**src/rtl/reg_bank_pkg.sv**
```systemverilog
// Shared definitions for the register-file storage stage: default geometry,
// the hardwired zero register, and the saturating write-counter type.
package reg_bank_pkg;

   localparam int WORD_LENGTH_DEF = 32;
   localparam int SIZE_DEF        = 5;
   localparam int NUM_REGS_DEF    = 2**SIZE_DEF;

   // Register 0 reads as zero, ignores writes and can never be reserved.
   localparam int ZERO_REG = 0;

   localparam int COUNT_W = 16;
   typedef logic [COUNT_W-1:0] count_t;
   localparam count_t COUNT_MAX = '1;

   // Increment that sticks at all-ones instead of wrapping.
   function automatic count_t sat_inc(input count_t c);
      return (c == COUNT_MAX) ? c : c + count_t'(1);
   endfunction

endpackage

```
**src/rtl/reg_bank_cell.sv**
```systemverilog
// One register of the bank: a WORD_LENGTH-bit enabled flop with async active-low reset.
module reg_cell #(
   parameter int WORD_LENGTH = 32
) (
   input  logic                   clk,
   input  logic                   reset,
   input  logic                   en,
   input  logic [WORD_LENGTH-1:0] d,
   output logic [WORD_LENGTH-1:0] q
);

   // Load d when enabled; reset clears the word.
   // NOTE: sequential state uses <= so every flop samples pre-edge values.
   always_ff @(posedge clk or negedge reset) begin
      if (!reset) begin
         q <= '0;
      end else if (en) begin
         q <= d;
      end
   end

endmodule

```
**src/rtl/reg_bank.sv**
```systemverilog
// Register-file storage stage: 2**SIZE words, one synchronous write port, every
// word presented in parallel, a per-register busy scoreboard and a saturating
// count of accepted writes. All outputs come straight from flops.
module reg_bank
   import reg_bank_pkg::*;
#(
   parameter int WORD_LENGTH = WORD_LENGTH_DEF,
   parameter int SIZE        = SIZE_DEF
) (
   input  logic                                clk,
   input  logic                                reset,
   input  logic                                wr_en,
   input  logic [SIZE-1:0]                     wr_addr,
   input  logic [WORD_LENGTH-1:0]              wr_data,
   input  logic                                rsv_en,
   input  logic [SIZE-1:0]                     rsv_addr,
   output logic [(2**SIZE)*WORD_LENGTH-1:0]    reg_out,
   output logic [(2**SIZE)-1:0]                busy,
   output count_t                              wr_count
);

   localparam int NUM_REGS = 2**SIZE;
   localparam logic [SIZE-1:0] ZERO_ADDR = SIZE'(ZERO_REG);

   logic [NUM_REGS-1:0] wr_sel;
   logic [NUM_REGS-1:0] rsv_sel;
   logic                wr_accept;

   assign wr_accept = wr_en && (wr_addr != ZERO_ADDR);

   // One-hot write and reserve decode; the zero register is never selected.
   // NOTE: every always_comb output gets a default first so no latch is inferred.
   always_comb begin
      wr_sel  = '0;
      rsv_sel = '0;
      if (wr_en) begin
         wr_sel[wr_addr] = 1'b1;
      end
      if (rsv_en) begin
         rsv_sel[rsv_addr] = 1'b1;
      end
      wr_sel[ZERO_ADDR]  = 1'b0;
      rsv_sel[ZERO_ADDR] = 1'b0;
   end

   // Register 0 is a constant zero slice, not storage.
   assign reg_out[ZERO_REG*WORD_LENGTH +: WORD_LENGTH] = '0;

   // Storage for registers 1..NUM_REGS-1, each loading on its decoded strobe.
   // NOTE: the words are flops with reset, not a RAM, so clearing them on reset is free.
   for (genvar i = 1; i < NUM_REGS; i++) begin : g_cell
      reg_cell #(
         .WORD_LENGTH(WORD_LENGTH)
      ) u_cell (
         .clk  (clk),
         .reset(reset),
         .en   (wr_sel[i]),
         .d    (wr_data),
         .q    (reg_out[i*WORD_LENGTH +: WORD_LENGTH])
      );
   end

   // Scoreboard: write-back clears, reservation sets; a same-edge set wins.
   always_ff @(posedge clk or negedge reset) begin
      if (!reset) begin
         busy <= '0;
      end else begin
         busy <= (busy & ~wr_sel) | rsv_sel;
      end
   end

   // Count accepted writes, holding at the maximum.
   always_ff @(posedge clk or negedge reset) begin
      if (!reset) begin
         wr_count <= '0;
      end else if (wr_accept) begin
         wr_count <= sat_inc(wr_count);
      end
   end

endmodule

```
**config.mk**
```make
export PLATFORM = sky130hd
export DESIGN_NAME = reg_bank
export DESIGN_NICKNAME = d
export VERILOG_FILES = /design/src/rtl/reg_bank_pkg.sv /design/src/rtl/reg_bank_cell.sv /design/src/rtl/reg_bank.sv
export SDC_FILE = /design/constraint.sdc
export NUM_CORES = 1
export LEC_CHECK = 0
export CORE_AREA = 2 2 437 439
export DETAILED_ROUTE_END_ITERATION = 10
export DIE_AREA = 0 0 439 441
export DONT_BUFFER_PORTS = 1
export GPL_TIMING_DRIVEN = 0
export PLACE_DENSITY = 0.48
export SLEW_MARGIN = 0
export SYNTH_ARGS = -nofsm -noshare
export SYNTH_HDL_FRONTEND = slang
export SYNTH_HIERARCHICAL = 1
export SYNTH_SLANG_ARGS = --single-unit
```
**constraint.sdc**
```tcl
create_clock -name clk -period 2.1 [get_ports clk]
set_clock_uncertainty 0.2 [all_clocks]
set_input_delay 0.21 -clock clk [delete_from_list [all_inputs] [get_ports clk]]
set_output_delay 0.21 -clock clk [all_outputs]
set_load 0.01 [all_outputs]
```
# After elaboration in Yosys (flattened, before gate mapping)
# Cells that the tools add are included.
# word_totals
word_cells,54
out_inout_bits,1072
regBits,1040
# op_classes
n_bitwise,4
eq_ne,1
reduce_logical,5
order_cmp,4
n_addsub,1
n_mux,6
# op_table
op,n
two-way mux 32 bit,2
AND 32 bit,1
inverter 32 bit,1
OR 32 bit,1
adder 16 x 1 -> 16 bit (second input constant),1
equality test 16 bit (second input constant),1
< comparator 5 x 6 -> 1 bit (second input constant),2
demux 1 bit (select 5 bit),2
greater-or-equal comparator 5 x 1 -> 1 bit (second input constant),2
nonzero test 5 bit,1
logical AND 1 bit,3
two-way mux 1 bit,2
AND reduction 2 bit,1
inverter 1 bit,1

# Longest topological paths before layout
# logic_depth
ltp_word,8
mapped_depth,6
depth_no_buf,5

# Cells and area by module
# The synthesis kept the hierarchy.
# by_module_without_submodules
mod,area_per_inst_um2,seq_area_each_um2,cells_each,n_inst
reg_cell,1345.0,800.8,68,31
reg_bank,2524.9,1176.1,269,1

# Least setup slack after synthesis
# Ideal clock, no wire load.
# synth_path
path_type,reg2reg
start,reg wr_count[0]
end,reg wr_count[1]
arrival_time_ns,1.598
period_less_slack_ns,1.925
setup_time_ns,0.128
path_buffers,0
stages_incl_launch_ff,6
slack_ns,0.175
path_cell_list,dfrtp_1 -> ha_1 -> nand4_1 -> nor4b_4 -> nor2_2 -> mux2_1
# synth_between
elab_chain_len,3
word_cells_on_any_way,4
classes_between,add/sub (1); eq/ne (1); bitwise (1); reduce/logical (1)
# synth_rtl
item,line,source
start: declaration,reg_bank.sv:19,output count_t wr_count
start signal: assignment,reg_bank.sv:77,wr_count <= sat_inc(wr_count);
branches (longest 3 deep; another with adder 16 x 1 -> 16 bit),--,
# Parallel ways; which one is timed is not known.
# A chain may end at the register's enable or synchronous reset.

# Final worst setup path
# layout_path
start,in wr_addr[2]
end,reg g_cell[25].u_cell.q[0]
# layout_between
elab_chain_len,5
word_cells_on_any_way,6
classes_between,order compare (2); mux (3); reduce/logical (1)
# layout_rtl
item,line,source
start: declaration,reg_bank.sv:13,"input logic [SIZE-1:0] wr_addr,"
< comparator 5 x 6 -> 1 bit (not written as such) or greater-or-equal comparator 5 x 1 -> 1 bit (tied branches),reg_bank.sv:37,wr_sel[wr_addr] = 1'b1;
logical AND 1 bit (not written as such),reg_bank.sv:37,
two-way mux 1 bit (not written as such),reg_bank.sv:37,
demux 1 bit (select 5 bit) *,reg_bank.sv:37,
two-way mux 32 bit *,reg_bank.sv:36,if (wr_en) begin
via wr_sel[25],reg_bank.sv:25,logic [NUM_REGS-1:0] wr_sel;
end signal: assignment,reg_bank_cell.sv:16,q <= '0;
end signal: assignment,reg_bank_cell.sv:18,q <= d;
end: declaration,reg_bank_cell.sv:9,output logic [WORD_LENGTH-1:0] q
# Mark *: on every way through the listed nets, which the timed path passes. The rest lies on a longest branch.

==> flow_summary.json <==
{
  "status": "finished with violations",
  "failed_checks": "negative hold slack, max-slew violations, negative setup slack",
  "hpwlAfterDp_um": 110000,
  "synthFlopType": "dfrtp_1",
  "clock_path_buffers": 3,
  "final_cells": 5281,
  "power.density_mw_per_mm2": 1120,
  "start_util_pct": 23.4,
  "die_h_um": 441,
  "setup_tns_ns": -0.0818,
  "dr.first_iter.drc_count": 1507,
  "synthTopCellsByArea": "dfrtp_1, mux2_4, buf_12, mux2_2, buf_6",
  "rrSetupSlack_ns": 0.06,
  "p_leak_uw": 0.0241,
  "setup_viol": 4,
  "clk-insertion-delay-late_ns": 0.73,
  "gr-total-overflow": 0,
  "wl_um": 167000,
  "coreArea_mm2": 0.189,
  "peakVddDrop_mv": 0.710,
  "crit_path_start_kind": "primary input",
  "grt_first_pass_wirelength_um": 220000,
  "grt.total_usage_pct": 16.5,
  "synthMuxAreaShare_pct": 33.2,
  "synth_top_area_share_pct": 58.8,
  "timing.max_slew.rel_slack_pct": -10.1,
  "max_cap_violations": 0,
  "synth_cell_types": 38,
  "die-area_mm2": 0.194,
  "path_class": "in -> reg",
  "cts_buffers": 115,
  "end_kind": "register",
  "layout-drive-gt1-share_pct": 50.8,
  "synthToLayoutAreaGrowth_pct": 21.1,
  "cp.required_ns": 2.55,
  "combPwrFrac_pct": 12.7,
  "ys_seq_elements": 1039,
  "antenna_found_initial": 9,
  "arrival_ns": 2.59,
  "p_int_uw": 41900,
  "synth_adder_area_share_pct": 0.0283,
  "synthXorXnorAreaFrac_pct": 0.257,
  "port_buffers": 0,
  "switching_share_pct": 30.0,
  "synth_compound_area_share_pct": 0.846,
  "fin_ws_ns": -0.0371,
  "grt_pass1_vias": 22600,
  "cts.sinks": 1039,
  "fmax_mhz": 468,
  "rows": 160,
  "p_sw_uw": 18000,
  "ys_seq_area_share_pct": 58.8,
  "drtAntennaViolNets": 0,
  "p_clk_share_pct": 35.9,
  "clk_pin_slew_ns": 0.06,
  "rsz0062_at_grt": "yes",
  "synth_simple_gate_area_share_pct": 1.15,
  "fin_hold_ws_ns": -1.08,
  "ios": 1118,
  "htreeDepth": 3,
  "crit_fanout": 10,
  "syn_avg_cell_area_um2": 18.6,
  "vias_per_cell": 4.21,
  "die_x_um": 439,
  "drt-pass1-iter-count": 5,
  "p_seq_share_pct": 51.4,
  "fin_crit_ns": 2.14,
  "grt_max_degree": 1040,
  "nets": 2716,
  "drc": 0,
  "cts_tree": "built",
  "worst_pin_slew_ns": 1.65,
  "min_path_type": "in -> async",
  "synth-edff-count": 0,
  "hold_violations": 494,
  "gp_congestion": 0.779,
  "yosysWarnings": 6,
  "cts_root_buf": "clkbuf_16",
  "total_power_uw": 59800,
  "dp.cells": 4920,
  "synth_top_cell_by_area": "dfrtp_1",
  "async_flop_share_pct": 100,
  "dp_slack_ns": -0.311,
  "synthCells": 2377,
  "vias": 22300,
  "wl_per_cell_um": 31.7,
  "min_period_over_period_pct": 102,
  "synth_top_family_by_area": "multiplexers",
  "maxSlewViolCount": 116,
  "syn_area_mm2": 0.0442
}
state kept, by name, indices dropped and copies added (netlist names):
signal / flops
busy: 31
wr_count: 16
g_cell.u_cell/q: 992
cell usage in the layout, fill, tap and decap left out, types with 27 or more instances in the layout:
master,synthesis,routed
buf_4,35,43
dlygate4sd3_1,0,95
buf_12,93,98
conb_1,1,33
clkbuf_8,0,27
mux2_2,64,64
clkbuf_1,8,28
buf_16,0,33
nor2_1,37,37
buf_6,31,29
mux2_4,930,930
dfrtp_1,1039,1033
clkbuf_16,0,117
o21ai_0,60,60
timing repair:
item,CTS,global route
hold buffers,127,2
gates cloned,0,1
setup endpoints to repair,13,196
pin swaps,1,1
hold endpoints to repair,2078,497
buffers inserted,2,6
gates resized for setup,2,11
worst paths after layout:
check                                        start                 endpoint  cells after the start
setup / recovery                        wr_addr[2]   g_cell[25].u_cell/q[0]                      7
hold / removal                               reset    g_cell[4].u_cell/q[5]                      0
setup reg to reg                       wr_count[0]             wr_count[15]                      6
hold reg to reg            g_cell[31].u_cell/q[16]  g_cell[31].u_cell/q[16]                      1
max in group asynchronous                    reset  g_cell[11].u_cell/q[30]                      3
min in group clk                        wr_addr[2]                 busy[12]                      4
power groups by stage:
stage	clock network, uW	registers (uW)	logic [uW]
finish	21500	30800	7620
global route	22800	31100	8200
CTS	22100	30900	7240
detailed placement	0	31100	6160
global placement	0	31200	5990
floorplan	0	28300	5710
final cells by class:
class | count | area [um^2]
flip-flops and latches | 1039 | 26000
fillers | 18900 | 136000
plain buffers | 167 | 2510
multi-input cells | 1200 | 15800
diodes | 16 | 40.0
clock inverters | 40 | 618
repair buffers | 143 | 2050
inverters | 3 | 11.3
clock buffers | 162 | 3340
well taps | 2511 | 3140
layer usage:
metal  track usage, %  routed length (um)  part of all wire, %
met5                0                   0                    0
met4             6.68                5980                  3.6
met3             4.47               11000                  6.6
met2             28.4               85600                   51
met1             19.5               64800                   39
cells in the mapped netlist (2+ instances only):
cell,instances
and4_1,3
buf_12,93
buf_4,35
buf_6,31
clkbuf_1,8
dfrtp_1,1039
inv_1,3
mux2_2,64
mux2_4,930
nand2_1,9
nand3_1,7
nand3b_1,10
nand4_1,2
nand4_2,2
nor2_1,37
nor3_1,5
nor3b_1,3
nor4_1,3
o21ai_0,60
o41ai_1,3
or3b_2,2
xor2_1,12
worst max-delay path, stage by stage:
cell	delay [ns]
nand3b_1	0.21
dlygate4sd3_1	0.69
nor2_1	0.14
clkbuf_8	0.28
buf_12	0.19
mux2_4	0.30
dlygate4sd3_1	0.55
logic make-up after synthesis:
| family | Yosys count |
|---|---|
| xor+xnor | 13 |
| flops | 1039 |
| fa+ha+maj | 1 |
| other cells | 1 |
| simple gates | 91 |
| buf+inv | 170 |
| compound gates | 67 |
| mux | 995 |
per-stage QoR:
step	util [%]	cell area, um^2	hold slack [ns]
global route	28.3	53600	-1.15
finish	28.3	53600	-1.08
CTS	28.2	53300	-1.17
floorplan	-	44300	-0.286
detailed placement	25.1	47500	-0.264
global placement	25.1	47500	-0.264
Power figures use the tool's default switching activity.
